### config.mk
export PLATFORM = sky130hd
export DESIGN_NAME = posit_regime_decode_stage_flat
export DESIGN_NICKNAME = d
export VERILOG_FILES = /design/src/rtl/pe_pkg.sv /design/src/rtl/posit_regime_decode_stage_if.sv /design/src/rtl/posit_regime_decode_stage_run_length_count.sv /design/src/rtl/posit_regime_decode_stage.sv /design/src/flat_wrapper.sv
export SDC_FILE = /design/constraint.sdc
export NUM_CORES = 1
export LEC_CHECK = 0
export BUFFER_PORTS_ARGS = -buffer_cell sky130_fd_sc_hd__buf_2
export CAP_MARGIN = 20
export CORE_MARGIN = 2
export CORE_UTILIZATION = 45
export DETAILED_ROUTE_END_ITERATION = 10
export PLACE_DENSITY = 0.61
export SLEW_MARGIN = 10
export SYNTH_ARGS = -nofsm -noshare
export SYNTH_HDL_FRONTEND = slang
export SYNTH_SLANG_ARGS = --single-unit
### constraint.sdc
create_clock -name clk -period 10.6 [get_ports clk]
set_input_delay 1.06 -clock clk [delete_from_list [all_inputs] [get_ports clk]]
set_output_delay 1.06 -clock clk [all_outputs]
set_load 0.005 [all_outputs]
### src/rtl/pe_pkg.sv
// Shared definitions for the posit front-end: precision mode codes, lane
// geometry and the per-lane decode result.
// No ports (package).
package pe_pkg;

  localparam int PRECISION_CONFIG_L = 2;
  localparam logic [PRECISION_CONFIG_L-1:0] PRECISION_CONFIG_32B = 2'd0;
  localparam logic [PRECISION_CONFIG_L-1:0] PRECISION_CONFIG_16B = 2'd1;
  localparam logic [PRECISION_CONFIG_L-1:0] PRECISION_CONFIG_8B  = 2'd2;

  localparam int SEG_LEN  = 8;
  localparam int N_SEG    = 4;
  localparam int REGIME_W = 7;

  typedef struct packed {
    logic                       sign;
    logic                       zero;
    logic                       nar;
    logic signed [REGIME_W-1:0] regime;
    logic [5:0]                 shift;
  } lane_res_t;

  // Any encoding other than 16B/8B decodes as a full 32-bit word.
  function automatic logic [PRECISION_CONFIG_L-1:0] norm_mode(
    input logic [PRECISION_CONFIG_L-1:0] m
  );
    if (m == PRECISION_CONFIG_16B || m == PRECISION_CONFIG_8B) return m;
    return PRECISION_CONFIG_32B;
  endfunction

  // k is the regime run length, w the lane width; zero/NaR bypass the regime.
  function automatic lane_res_t lane_decode(
    input logic [5:0] k,
    input logic       r0,
    input logic       zero,
    input logic       nar,
    input logic       sign,
    input logic [5:0] w
  );
    lane_res_t r;
    r.sign = sign;
    r.zero = zero;
    r.nar  = nar;
    if (zero || nar) begin
      r.regime = '0;
      r.shift  = w;
    end else begin
      r.regime = r0 ? ({1'b0, k} - 7'd1) : (7'd0 - {1'b0, k});
      // sign + run + terminator, capped at lane width (no terminator on a full run)
      r.shift  = ((k + 6'd2) > w) ? w : (k + 6'd2);
    end
    return r;
  endfunction

endpackage

### src/rtl/posit_regime_decode_stage_if.sv
// Handshake/data bundle of the regime decode stage.
//   in_valid/in_ready/in_data/in_mode     : input beat
//   out_valid/out_ready/out_*             : decoded beat
// master = beat source / result sink, slave = the decode stage.
interface posit_regime_decode_stage_if;
  import pe_pkg::*;

  logic                                    in_valid;
  logic                                    in_ready;
  logic [31:0]                             in_data;
  logic [PRECISION_CONFIG_L-1:0]           in_mode;
  logic                                    out_valid;
  logic                                    out_ready;
  logic [31:0]                             out_mag;
  logic [N_SEG-1:0][4:0]                   out_shift_val;
  logic                                    out_full_shift;
  logic [PRECISION_CONFIG_L-1:0]           out_mode;
  logic [N_SEG-1:0][REGIME_W-1:0]          out_regime;
  logic [N_SEG-1:0]                        out_sign;
  logic [N_SEG-1:0]                        out_zero;
  logic [N_SEG-1:0]                        out_nar;

  modport master (
    output in_valid, in_data, in_mode, out_ready,
    input  in_ready, out_valid, out_mag, out_shift_val, out_full_shift,
           out_mode, out_regime, out_sign, out_zero, out_nar
  );

  modport slave (
    input  in_valid, in_data, in_mode, out_ready,
    output in_ready, out_valid, out_mag, out_shift_val, out_full_shift,
           out_mode, out_regime, out_sign, out_zero, out_nar
  );

endinterface

### src/rtl/posit_regime_decode_stage_run_length_count.sv
// Counts how many bits, starting at the MSB of vec, equal lead_bit (0..LEN).
//   vec      : input vector
//   lead_bit : bit value whose leading run is counted
//   cnt      : run length
module run_length_count #(
  parameter int LEN = 8
) (
  input  logic [LEN-1:0]             vec,
  input  logic                       lead_bit,
  output logic [$clog2(LEN+1)-1:0]   cnt
);
  localparam int CNT_W = $clog2(LEN + 1);

  logic done;

  always_comb begin
    cnt  = '0;
    done = 1'b0;
    for (int i = LEN - 1; i >= 0; i--) begin
      if (!done) begin
        if (vec[i] == lead_bit) cnt = cnt + CNT_W'(1);
        else                    done = 1'b1;
      end
    end
  end

endmodule

### src/rtl/posit_regime_decode_stage.sv
// Two-stage posit regime decoder feeding the decomposable left shifter.
// S1 negates negative lanes to magnitude; S2 counts the regime run per lane
// and registers regime, flags and per-segment shift amounts.
//   clk, rst : clock, synchronous active-high reset
//   bus      : slave side of posit_regime_decode_stage_if
module posit_regime_decode_stage
  import pe_pkg::*;
(
  input  logic                        clk,
  input  logic                        rst,
  posit_regime_decode_stage_if.slave  bus
);

  logic                            s1_valid, s2_valid, s1_adv, s2_adv;
  logic [31:0]                     s1_mag, s1_mag_d;
  logic [N_SEG-1:0]                s1_sign, s1_sign_d;
  logic [PRECISION_CONFIG_L-1:0]   s1_mode, in_mode_n, s1_mode_n;

  logic [N_SEG-1:0]                seg_top, seg_lead;
  logic [N_SEG-1:0][SEG_LEN-1:0]   seg_vec;
  logic [N_SEG-1:0][3:0]           seg_cnt;
  lane_res_t                       res [N_SEG];
  logic [5:0]                      k;

  logic [31:0]                     s2_mag;
  logic [N_SEG-1:0][4:0]           s2_shift, s2_shift_d;
  logic                            s2_full, s2_full_d;
  logic [PRECISION_CONFIG_L-1:0]   s2_mode;
  logic [N_SEG-1:0][REGIME_W-1:0]  s2_regime, s2_regime_d;
  logic [N_SEG-1:0]                s2_sign, s2_zero, s2_nar;
  logic [N_SEG-1:0]                s2_sign_d, s2_zero_d, s2_nar_d;

  // A stage may load whenever the stage ahead of it frees up this cycle.
  assign s2_adv       = ~s2_valid | bus.out_ready;
  assign s1_adv       = ~s1_valid | s2_adv;
  assign bus.in_ready = s1_adv;

  assign in_mode_n = norm_mode(bus.in_mode);
  assign s1_mode_n = norm_mode(s1_mode);

  always_comb begin
    s1_mag_d  = bus.in_data;
    s1_sign_d = {N_SEG{bus.in_data[31]}};
    if (in_mode_n == PRECISION_CONFIG_8B) begin
      for (int j = 0; j < 4; j++) begin
        s1_sign_d[j] = bus.in_data[8*j+7];
        if (bus.in_data[8*j+7]) s1_mag_d[8*j+:8] = ~bus.in_data[8*j+:8] + 8'd1;
      end
    end else if (in_mode_n == PRECISION_CONFIG_16B) begin
      for (int j = 0; j < 2; j++) begin
        s1_sign_d[2*j]   = bus.in_data[16*j+15];
        s1_sign_d[2*j+1] = bus.in_data[16*j+15];
        if (bus.in_data[16*j+15]) s1_mag_d[16*j+:16] = ~bus.in_data[16*j+:16] + 16'd1;
      end
    end else begin
      if (bus.in_data[31]) s1_mag_d = ~bus.in_data + 32'd1;
    end
  end

  // The top segment of each lane holds the sign bit; it is replaced by a copy
  // of the first body bit so the segment count includes one extra bit.
  always_comb begin
    seg_top  = 4'b1000;
    seg_lead = {N_SEG{s1_mag[30]}};
    if (s1_mode_n == PRECISION_CONFIG_8B) begin
      seg_top = 4'b1111;
      for (int i = 0; i < N_SEG; i++) seg_lead[i] = s1_mag[8*i+6];
    end else if (s1_mode_n == PRECISION_CONFIG_16B) begin
      seg_top  = 4'b1010;
      seg_lead = {{2{s1_mag[30]}}, {2{s1_mag[14]}}};
    end
    for (int i = 0; i < N_SEG; i++)
      seg_vec[i] = seg_top[i] ? {s1_mag[8*i+6], s1_mag[8*i+:7]} : s1_mag[8*i+:8];
  end

  for (genvar g = 0; g < N_SEG; g++) begin : g_rlc
    run_length_count #(.LEN(SEG_LEN)) u_rlc (
      .vec      (seg_vec[g]),
      .lead_bit (seg_lead[g]),
      .cnt      (seg_cnt[g])
    );
  end

  // Runs continue into the next lower segment only while segments are uniform.
  always_comb begin
    k = '0;
    for (int i = 0; i < N_SEG; i++) res[i] = '0;
    case (s1_mode_n)
      PRECISION_CONFIG_8B: begin
        for (int i = 0; i < N_SEG; i++) begin
          k = 6'(seg_cnt[i]) - 6'd1;
          res[i] = lane_decode(k, seg_lead[i], s1_mag[8*i+:8] == 8'h00,
                               s1_mag[8*i+:8] == 8'h80, s1_sign[i], 6'd8);
        end
      end
      PRECISION_CONFIG_16B: begin
        for (int j = 0; j < 2; j++) begin
          k = 6'(seg_cnt[2*j+1]) - 6'd1;
          if (seg_cnt[2*j+1] == 4'd8) k = k + 6'(seg_cnt[2*j]);
          res[2*j+1] = lane_decode(k, seg_lead[2*j+1], s1_mag[16*j+:16] == 16'h0000,
                                   s1_mag[16*j+:16] == 16'h8000, s1_sign[2*j+1], 6'd16);
          res[2*j]   = res[2*j+1];
        end
      end
      default: begin
        k = 6'(seg_cnt[3]) - 6'd1;
        if (seg_cnt[3] == 4'd8) begin
          k = k + 6'(seg_cnt[2]);
          if (seg_cnt[2] == 4'd8) begin
            k = k + 6'(seg_cnt[1]);
            if (seg_cnt[1] == 4'd8) k = k + 6'(seg_cnt[0]);
          end
        end
        res[3] = lane_decode(k, seg_lead[3], s1_mag == 32'h0,
                             s1_mag == 32'h8000_0000, s1_sign[3], 6'd32);
        for (int i = 0; i < 3; i++) res[i] = res[3];
      end
    endcase
  end

  always_comb begin
    s2_full_d = 1'b0;
    for (int i = 0; i < N_SEG; i++) begin
      s2_sign_d[i]   = res[i].sign;
      s2_zero_d[i]   = res[i].zero;
      s2_nar_d[i]    = res[i].nar;
      s2_regime_d[i] = res[i].regime;
      s2_shift_d[i]  = res[i].shift[4:0];
    end
    // A 32-bit shift does not fit the 5-bit shifter field; flag it instead.
    if (s1_mode_n == PRECISION_CONFIG_32B && res[3].shift[5]) begin
      s2_full_d  = 1'b1;
      s2_shift_d = '0;
    end
  end

  always_ff @(posedge clk) begin
    if (rst) begin
      s1_valid  <= 1'b0;
      s1_mag    <= '0;
      s1_sign   <= '0;
      s1_mode   <= '0;
      s2_valid  <= 1'b0;
      s2_mag    <= '0;
      s2_shift  <= '0;
      s2_full   <= 1'b0;
      s2_mode   <= '0;
      s2_regime <= '0;
      s2_sign   <= '0;
      s2_zero   <= '0;
      s2_nar    <= '0;
    end else begin
      if (s2_adv) begin
        s2_valid <= s1_valid;
        if (s1_valid) begin
          s2_mag    <= s1_mag;
          s2_shift  <= s2_shift_d;
          s2_full   <= s2_full_d;
          s2_mode   <= s1_mode;
          s2_regime <= s2_regime_d;
          s2_sign   <= s2_sign_d;
          s2_zero   <= s2_zero_d;
          s2_nar    <= s2_nar_d;
        end
      end
      if (s1_adv) begin
        s1_valid <= bus.in_valid;
        if (bus.in_valid) begin
          s1_mag  <= s1_mag_d;
          s1_sign <= s1_sign_d;
          s1_mode <= bus.in_mode;
        end
      end
    end
  end

  assign bus.out_valid      = s2_valid;
  assign bus.out_mag        = s2_mag;
  assign bus.out_shift_val  = s2_shift;
  assign bus.out_full_shift = s2_full;
  assign bus.out_mode       = s2_mode;
  assign bus.out_regime     = s2_regime;
  assign bus.out_sign       = s2_sign;
  assign bus.out_zero       = s2_zero;
  assign bus.out_nar        = s2_nar;

endmodule

### src/flat_wrapper.sv
// flat-port wrapper written by rule: the top's interface ports become plain ports
module posit_regime_decode_stage_flat import pe_pkg::*;
  (clk, rst, bus_in_valid, bus_in_data, bus_in_mode, bus_out_ready, bus_in_ready, bus_out_valid, bus_out_mag, bus_out_shift_val, bus_out_full_shift, bus_out_mode, bus_out_regime, bus_out_sign, bus_out_zero, bus_out_nar);
  posit_regime_decode_stage_if bus_i ();
  input  logic clk;
  input  logic rst;
  input wire logic [$bits(bus_i.in_valid)-1:0] bus_in_valid;
  input wire logic [$bits(bus_i.in_data)-1:0] bus_in_data;
  input wire logic [$bits(bus_i.in_mode)-1:0] bus_in_mode;
  input wire logic [$bits(bus_i.out_ready)-1:0] bus_out_ready;
  output wire logic [$bits(bus_i.in_ready)-1:0] bus_in_ready;
  output wire logic [$bits(bus_i.out_valid)-1:0] bus_out_valid;
  output wire logic [$bits(bus_i.out_mag)-1:0] bus_out_mag;
  output wire logic [$bits(bus_i.out_shift_val)-1:0] bus_out_shift_val;
  output wire logic [$bits(bus_i.out_full_shift)-1:0] bus_out_full_shift;
  output wire logic [$bits(bus_i.out_mode)-1:0] bus_out_mode;
  output wire logic [$bits(bus_i.out_regime)-1:0] bus_out_regime;
  output wire logic [$bits(bus_i.out_sign)-1:0] bus_out_sign;
  output wire logic [$bits(bus_i.out_zero)-1:0] bus_out_zero;
  output wire logic [$bits(bus_i.out_nar)-1:0] bus_out_nar;
  assign bus_i.in_valid = bus_in_valid;
  assign bus_i.in_data = bus_in_data;
  assign bus_i.in_mode = bus_in_mode;
  assign bus_i.out_ready = bus_out_ready;
  assign bus_in_ready = bus_i.in_ready;
  assign bus_out_valid = bus_i.out_valid;
  assign bus_out_mag = bus_i.out_mag;
  assign bus_out_shift_val = bus_i.out_shift_val;
  assign bus_out_full_shift = bus_i.out_full_shift;
  assign bus_out_mode = bus_i.out_mode;
  assign bus_out_regime = bus_i.out_regime;
  assign bus_out_sign = bus_i.out_sign;
  assign bus_out_zero = bus_i.out_zero;
  assign bus_out_nar = bus_i.out_nar;
  posit_regime_decode_stage u_core (.clk(clk), .rst(rst), .bus(bus_i));
endmodule
## After elaboration in Yosys (flattened, before gate mapping)

Index checks and enable logic that the tools add are counted.

- Register bits: 135
- Logic and storage cells: 341
- Output and inout port bits: 97

- Add/subtract/negate cells: 64
- Bitwise gates (word level): 11
- Order comparisons: 7
- Eq/ne operators: 50
- Muxes and demuxes: 169
- Reduce and logical (&&, ||, !) cells: 21

Operators with widths:

| operator | number |
|---|---|
| $mux 4 | 49 |
| $pmux 64 s2 | 1 |
| $add 4x1->4 const B | 24 |
| $mux 32 | 3 |
| $mux 13 | 7 |
| $mux 6 | 15 |
| $mux 8 | 8 |
| $mux 1 | 59 |
| $mux 7 | 7 |
| $sub 1x6->7 const A | 7 |
| $sub 6x1->7 const B | 7 |
| $add 6x2->6 const B | 7 |
| $add 16x1->16 const B | 2 |
| $add 32x1->32 const B | 1 |
| $add 8x1->8 const B | 4 |
| $eq 1x1->1 | 32 |
| $eq 16x16->1 const B | 2 |
| $eq 32x32->1 const B | 1 |
| $eq 8x8->1 const B | 4 |
| $logic_not 16->1 | 2 |
| $logic_not 32->1 | 1 |
| $logic_not 8->1 | 4 |
| $mux 16 | 2 |
| $not 16->16 | 2 |
| 21 further kinds | 71 |

## Longest topological paths before layout

- Depth after elaboration: 46
- Depth in mapped cells: 44
- Mapped depth without buffers: 41

## Modules after synthesis

Synthesis repeated with hierarchy kept, for this count alone.

- Cells, all modules: 1650
- Area total of the unflattened synthesis: 12319.3 sq um

Modules (own cells, without submodules):

| module | area an instance (sq um) | instances | cells an instance |
|---|---|---|---|
| posit_regime_decode_stage | 10074.7 | 1 | 1321 |
| run_length_count at u_core.g_rlc[1].u_rlc ... | 576.8 | 3 | 87 |
| run_length_count at u_core.g_rlc[0].u_rlc | 514.2 | 1 | 68 |

## Worst setup path before layout

Ideal clock, no wire load.

- Path kind: reg2reg
- Start: reg u_core.s1_mode[0]
- End: reg u_core.s2_shift (netlist bit u_core.bus.out_shift_val[9])
- Setup time: 117 ps
- Stages on the path, launching flop included: 43
- Period minus slack after synthesis: 8191 ps
- Slack: 2409 ps
- Arrival: 8074 ps
- Buffers on the path: 2
- Path through: dfxtp_1 inv_1 ha_1 clkbuf_1 nor4bb_1 o21ai_0 a31oi_1 ha_1 nor2_1 nor2_1 ha_1 a211o_1 o41ai_1 a2bb2oi_2 inv_1 ha_1 nand2_1 nand2_1 [7 not listed] nand2b_1 xnor2_1 inv_2 ha_1 and2_1 buf_2 xnor2_1 ha_1 xor2_1 nor2_1 xor2_1 o21ai_0 o311ai_0 o21ai_0 nand3_1 a21oi_1 o21ai_0 a22o_1

- Cells in the longest elaborated chain, start to end: 44
- Elaborated cells between the ends (all ways): 179
- Those cells by class: add/sub: 30; order compare: 4; eq/ne: 30; mux: 112; reduce/logical: 3

RTL lines:

| element | RTL line | RTL |
|---|---|---|
| start, declared | posit_regime_decode_stage.sv:17 | `logic [PRECISION_CONFIG_L-1:0] s1_mode, in_mode_n, s1_mode_n;` |
| start signal, assigned | posit_regime_decode_stage.sv:171 | `s1_mode <= bus.in_mode;` |
| $eq 2x1->1 / $eq 2x2->1 (equally long branches) | pe_pkg.sv:27 | `if (m == PRECISION_CONFIG_16B \|\| m == PRECISION_CONFIG_8B) return m;` |
| $logic_or 1x1->1 | pe_pkg.sv:27 |  |
| $mux 1 | pe_pkg.sv:27 |  |
| $mux 2 (*) | pe_pkg.sv:28 | `return PRECISION_CONFIG_32B;` |
| $eq 2x2->1 / $eq 2x1->1 (equally long branches) | posit_regime_decode_stage.sv:65, posit_regime_decode_stage.sv:88, posit_regime_decode_stage.sv:68 |  |
| $mux 4 / $mux 2 (equally long branches) | posit_regime_decode_stage.sv:65, posit_regime_decode_stage.sv:68 |  |
| $mux 8 / $mux 4 (equally long branches) | posit_regime_decode_stage.sv:73, posit_regime_decode_stage.sv:65 |  |
| $eq 1x1->1 / $mux 8 (equally long branches) | posit_regime_decode_stage_run_length_count.sv:21, posit_regime_decode_stage.sv:73 |  |
| [28 not listed] | n/a |  |
| $mux 6 | posit_regime_decode_stage.sv:88 | `case (s1_mode_n)` |
| $add 6x2->6 | pe_pkg.sv:50 | `r.shift = ((k + 6'd2) > w) ? w : (k + 6'd2);` |
| $gt 6x6->1 | pe_pkg.sv:50 |  |
| $mux 6 | pe_pkg.sv:50 |  |
| $mux 13 | pe_pkg.sv:44 | `if (zero \|\| nar) begin` |
| $pmux 64 s2 | posit_regime_decode_stage.sv:88 |  |
| $logic_and 1x1->1 | posit_regime_decode_stage.sv:131 | `if (s1_mode_n == PRECISION_CONFIG_32B && res[3].shift[5]) begin` |
| $mux 20 (*) | posit_regime_decode_stage.sv:131 |  |
| end signal, assigned | posit_regime_decode_stage.sv:157 | `s2_shift <= s2_shift_d;` |
| end, declared | posit_regime_decode_stage.sv:26 | `logic [N_SEG-1:0][4:0] s2_shift, s2_shift_d;` |

Mark *: on every way between the ends. The rest lies on a longest branch, timed or not. The select of a mux whose other input is x is not followed.
A chain may end at the register's enable or synchronous reset.

## Worst setup path in the final report

Ends and elaborated chain as after synthesis.

==> impl_metrics.toml <==
[yosys]
ys_ff_latch = 135
ys_seq_area_frac = 0.213
syn_area_mm2 = 0.0127
synth_cell_types = 108
ys.flop_type = "dfxtp_1"
syn_inst = 1737
synth_nets = 1868
synth.avg_cell_area_um2 = 7.31
yosys_warnings = 0
synth_edf_count = 0
async_flop_share = 0

[sta]
fin_crit_ns = 9.58
report.final.setup_viol = 0
setup_tns_ns = 0
fmax_mhz = 104
tightestPinTransition_ns = 1.08
fin_worst_skew_ns = 0.0137
fin_ws_ns = 1.02
report.final.hold_viol_count = 0
rsz0062_at_grt = "false"
slew_violations = 0
period_share = 0.904
slew_headroom = 0.277

[finish]
drive_above_1_share = 0.144
syn_to_final_growth_pct = 11.4
final_cell_mix = "nand2_1, nor2_1, a21oi_1, dfxtp_1, buf_2"
diodes = 0
nNetsFinal = 1930
final_common_cell = "nand2_1"

[setup_path]
cp-start-kind = "register"
crit_slowest_cell = "or3b_1"
worstSetupStartpoint = "u_core.s1_mode[0]"
crit_fanout = 32
worst-path-stages = 40
r2r_cells = 40
crit_end = "u_core.bus.out_shift_val[9]"
r2r_start = "u_core.s1_mode[0]"
slowest_delay_ns = 0.72
cpMostUsedCell = "ha_1"
critPathRequiredTime_ns = 10.92
cp_num_buf_inv = 3
path_class = "register to register"
r2r_slack_ns = 1.02
cp_top_family = "compound AO/OA/AOI/OAI gates"
end_kind = "register"
critPathArrivalTime_ns = 9.90
r2r_end = "u_core.bus.out_shift_val[9]"

[clock_tree]
post_cts_buffers = 0
cts_resized = 0
path_clk_slew_ns = 0.07
htreeDepth = 4
clock-root-buffer = "clkbuf_16"
cts_tree = "done"
cts-buffers-inserted = 17
clock_latency_ns = 0.43
clock_sinks = 135
cts_hold_buf = 0
cts_buffer_depth = 2

[power]
p_clk_frac = 0.211
swShare = 0.477
p_seq_frac = 0.197
vdd_drop_max_mv = 0.102
cellPowerDensity_mw_per_mm2 = 213
p_comb_frac = 0.592
p_leak_nw = 5.76
p_int_w = 0.00157
p_switching_w = 0.00143

[place]
numPortBuffers = 134
dp_slack_ns = 1.09
place.detailed.hpwl_um = 31900
gp_congestion = 0.964

[detailed_routing]
vias = 13164
drtPass1Iterations = 5
routed_via_density = 6.01
drtIter0Drc = 1176
wl_um = 42600
drc = 0
routedWlPerCell_um = 19.4
drt.antenna.violating_nets = 0

[global_route]
grt_use_total = 0.285
grt-ovfl-total = 0
grt_max_degree = 85
grt_pass1_vias = 11966
antenna_found_initial = 0
grt_pass1_wl_um = 66100

[die]
placementRows = 61
floorplan.initialDensity = 0.457
die_height_um = 172
num_io_pins = 135
core_area_mm2 = 0.0278
die_w_um = 172
dieArea_mm2 = 0.0296

[outcome]
status = "finished, final reports clean"

[hold_path]
hp-class = "register to register"

[flow_run]
max_cap_violations = 0
==> layout make-up <==
class,instances,area [um2]
clock inverter,14,161
clock buffer,18,439
sequential,135,2700
tap,378,473
fill,2875,13600
timing repair buffer,150,793
multi-input combinational,1418,9290
inverter,77,289
==> cell families (layout without fill, tap and decap cells) <==
group / Yosys count / count (layout) / synth area share
DFF: 135 / 135 / 0.213
adders and majority gates: 93 / 93 / 0.0940
and+or+nand+nor: 672 / 672 / 0.258
buffers and inverters: 184 / 259 / 0.0567
muxes: 28 / 28 / 0.0244
AOI/OAI and AO/OA: 526 / 526 / 0.280
xor gates and xnor gates: 99 / 99 / 0.0736
==> cells in the mapped netlist, drive strengths merged (9+ instances only) <==
library cell | n | area, um2
clkbuf | 83 | 312
nor2 | 156 | 596
a311oi | 17 | 161
nand2 | 233 | 875
a21boi | 9 | 75.1
mux2 | 11 | 128
or3 | 17 | 116
nor3 | 57 | 307
o22ai | 15 | 100
nand2b | 21 | 131
mux2i | 17 | 183
buf | 24 | 120
a31oi | 26 | 163
o211ai | 14 | 110
and2 | 25 | 156
a211oi | 58 | 440
nand3b | 10 | 75.1
xnor2 | 63 | 578
nor2b | 17 | 106
or2 | 12 | 75.1
dfxtp | 135 | 2700
nor4 | 16 | 113
nand4 | 12 | 75.1
and3 | 13 | 81.3
a21oi | 150 | 777
a21o | 26 | 195
xor2 | 33 | 289
ha | 89 | 1110
o31ai | 13 | 97.6
o21ai | 94 | 474
a221oi | 15 | 131
inv | 76 | 285
nand3 | 46 | 240
==> sequential cells by signal, indices dropped and copies added (netlist names), 2 cells and up <==
| name | cells |
|---|---|
| u_core.bus.out_mode | 2 |
| u_core.bus.out_zero | 4 |
| u_core.bus.out_nar | 4 |
| u_core.s1_mag | 32 |
| u_core.bus.out_mag | 32 |
| u_core.bus.out_sign | 4 |
| u_core.s1_sign | 4 |
| u_core.s1_mode | 2 |
| u_core.bus.out_shift_val | 20 |
| u_core.bus.out_regime | 28 |
==> worst min path at each step <==
stage	startpoint	slack [ns]	cells after the start	endpoint
floorplan	u_core.s1_sign[0]	0.44	2	u_core.s1_sign[0]
global placement	u_core.bus.out_shift_val[18]	0.44	2	u_core.bus.out_shift_val[18]
detailed placement	u_core.bus.out_shift_val[6]	0.44	2	u_core.bus.out_shift_val[6]
CTS	u_core.bus.out_mag[19]	0.45	2	u_core.bus.out_mag[19]
global route	u_core.bus.out_mag[24]	0.48	2	u_core.bus.out_mag[24]
finish	u_core.bus.out_mag[19]	0.45	2	u_core.bus.out_mag[19]
==> power groups by stage <==
stage | clock [W] | sequential [W] | combinational [W]
floorplan | 0 | 0.000582 | 0.00134
global placement | 0 | 0.000602 | 0.00173
global route | 0.000660 | 0.000598 | 0.00197
detailed placement | 0 | 0.000603 | 0.00174
finish | 0.000635 | 0.000593 | 0.00178
CTS | 0.000639 | 0.000592 | 0.00176
==> worst reg2reg max path, delay by kind of cell, from the launching register on <==
family / cells / cell delay [ns]
multiplexers: 1 / 0.07
XOR/XNOR: 4 / 1.20
flip-flops: 1 / 0.38
adder cells (fa/ha/maj): 8 / 2.57
AND/OR/NAND/NOR: 11 / 2.13
buffers and inverters: 3 / 0.36
AO/OA/AOI/OAI: 13 / 2.77
==> per-layer routing <==
layer	up-vias	wire length, um	track usage
met1	6167	19500	0.393
met4	0	1400	0.109
li1	6425	-	-
met5	-	0	0
met3	82	3060	0.0403
met2	490	18600	0.450
==> metrics by stage <==
| step | hold WS [ns] | utilization | cell area (um2) | power, W | cells |
|---|---|---|---|---|---|
| detailed placement | 0.443 | 0.487 | 13500 | 0.00234 | 2157 |
| finish | 0.452 | 0.509 | 14100 | 0.00301 | 2190 |
| global placement | 0.437 | 0.487 | 13500 | 0.00233 | 2157 |
| global route | 0.475 | 0.509 | 14100 | 0.00323 | 2190 |
| floorplan | 0.437 | - | 12700 | 0.00193 | 1737 |
| CTS | 0.454 | 0.509 | 14100 | 0.00299 | 2189 |
Power figures use the tool's default switching activity.
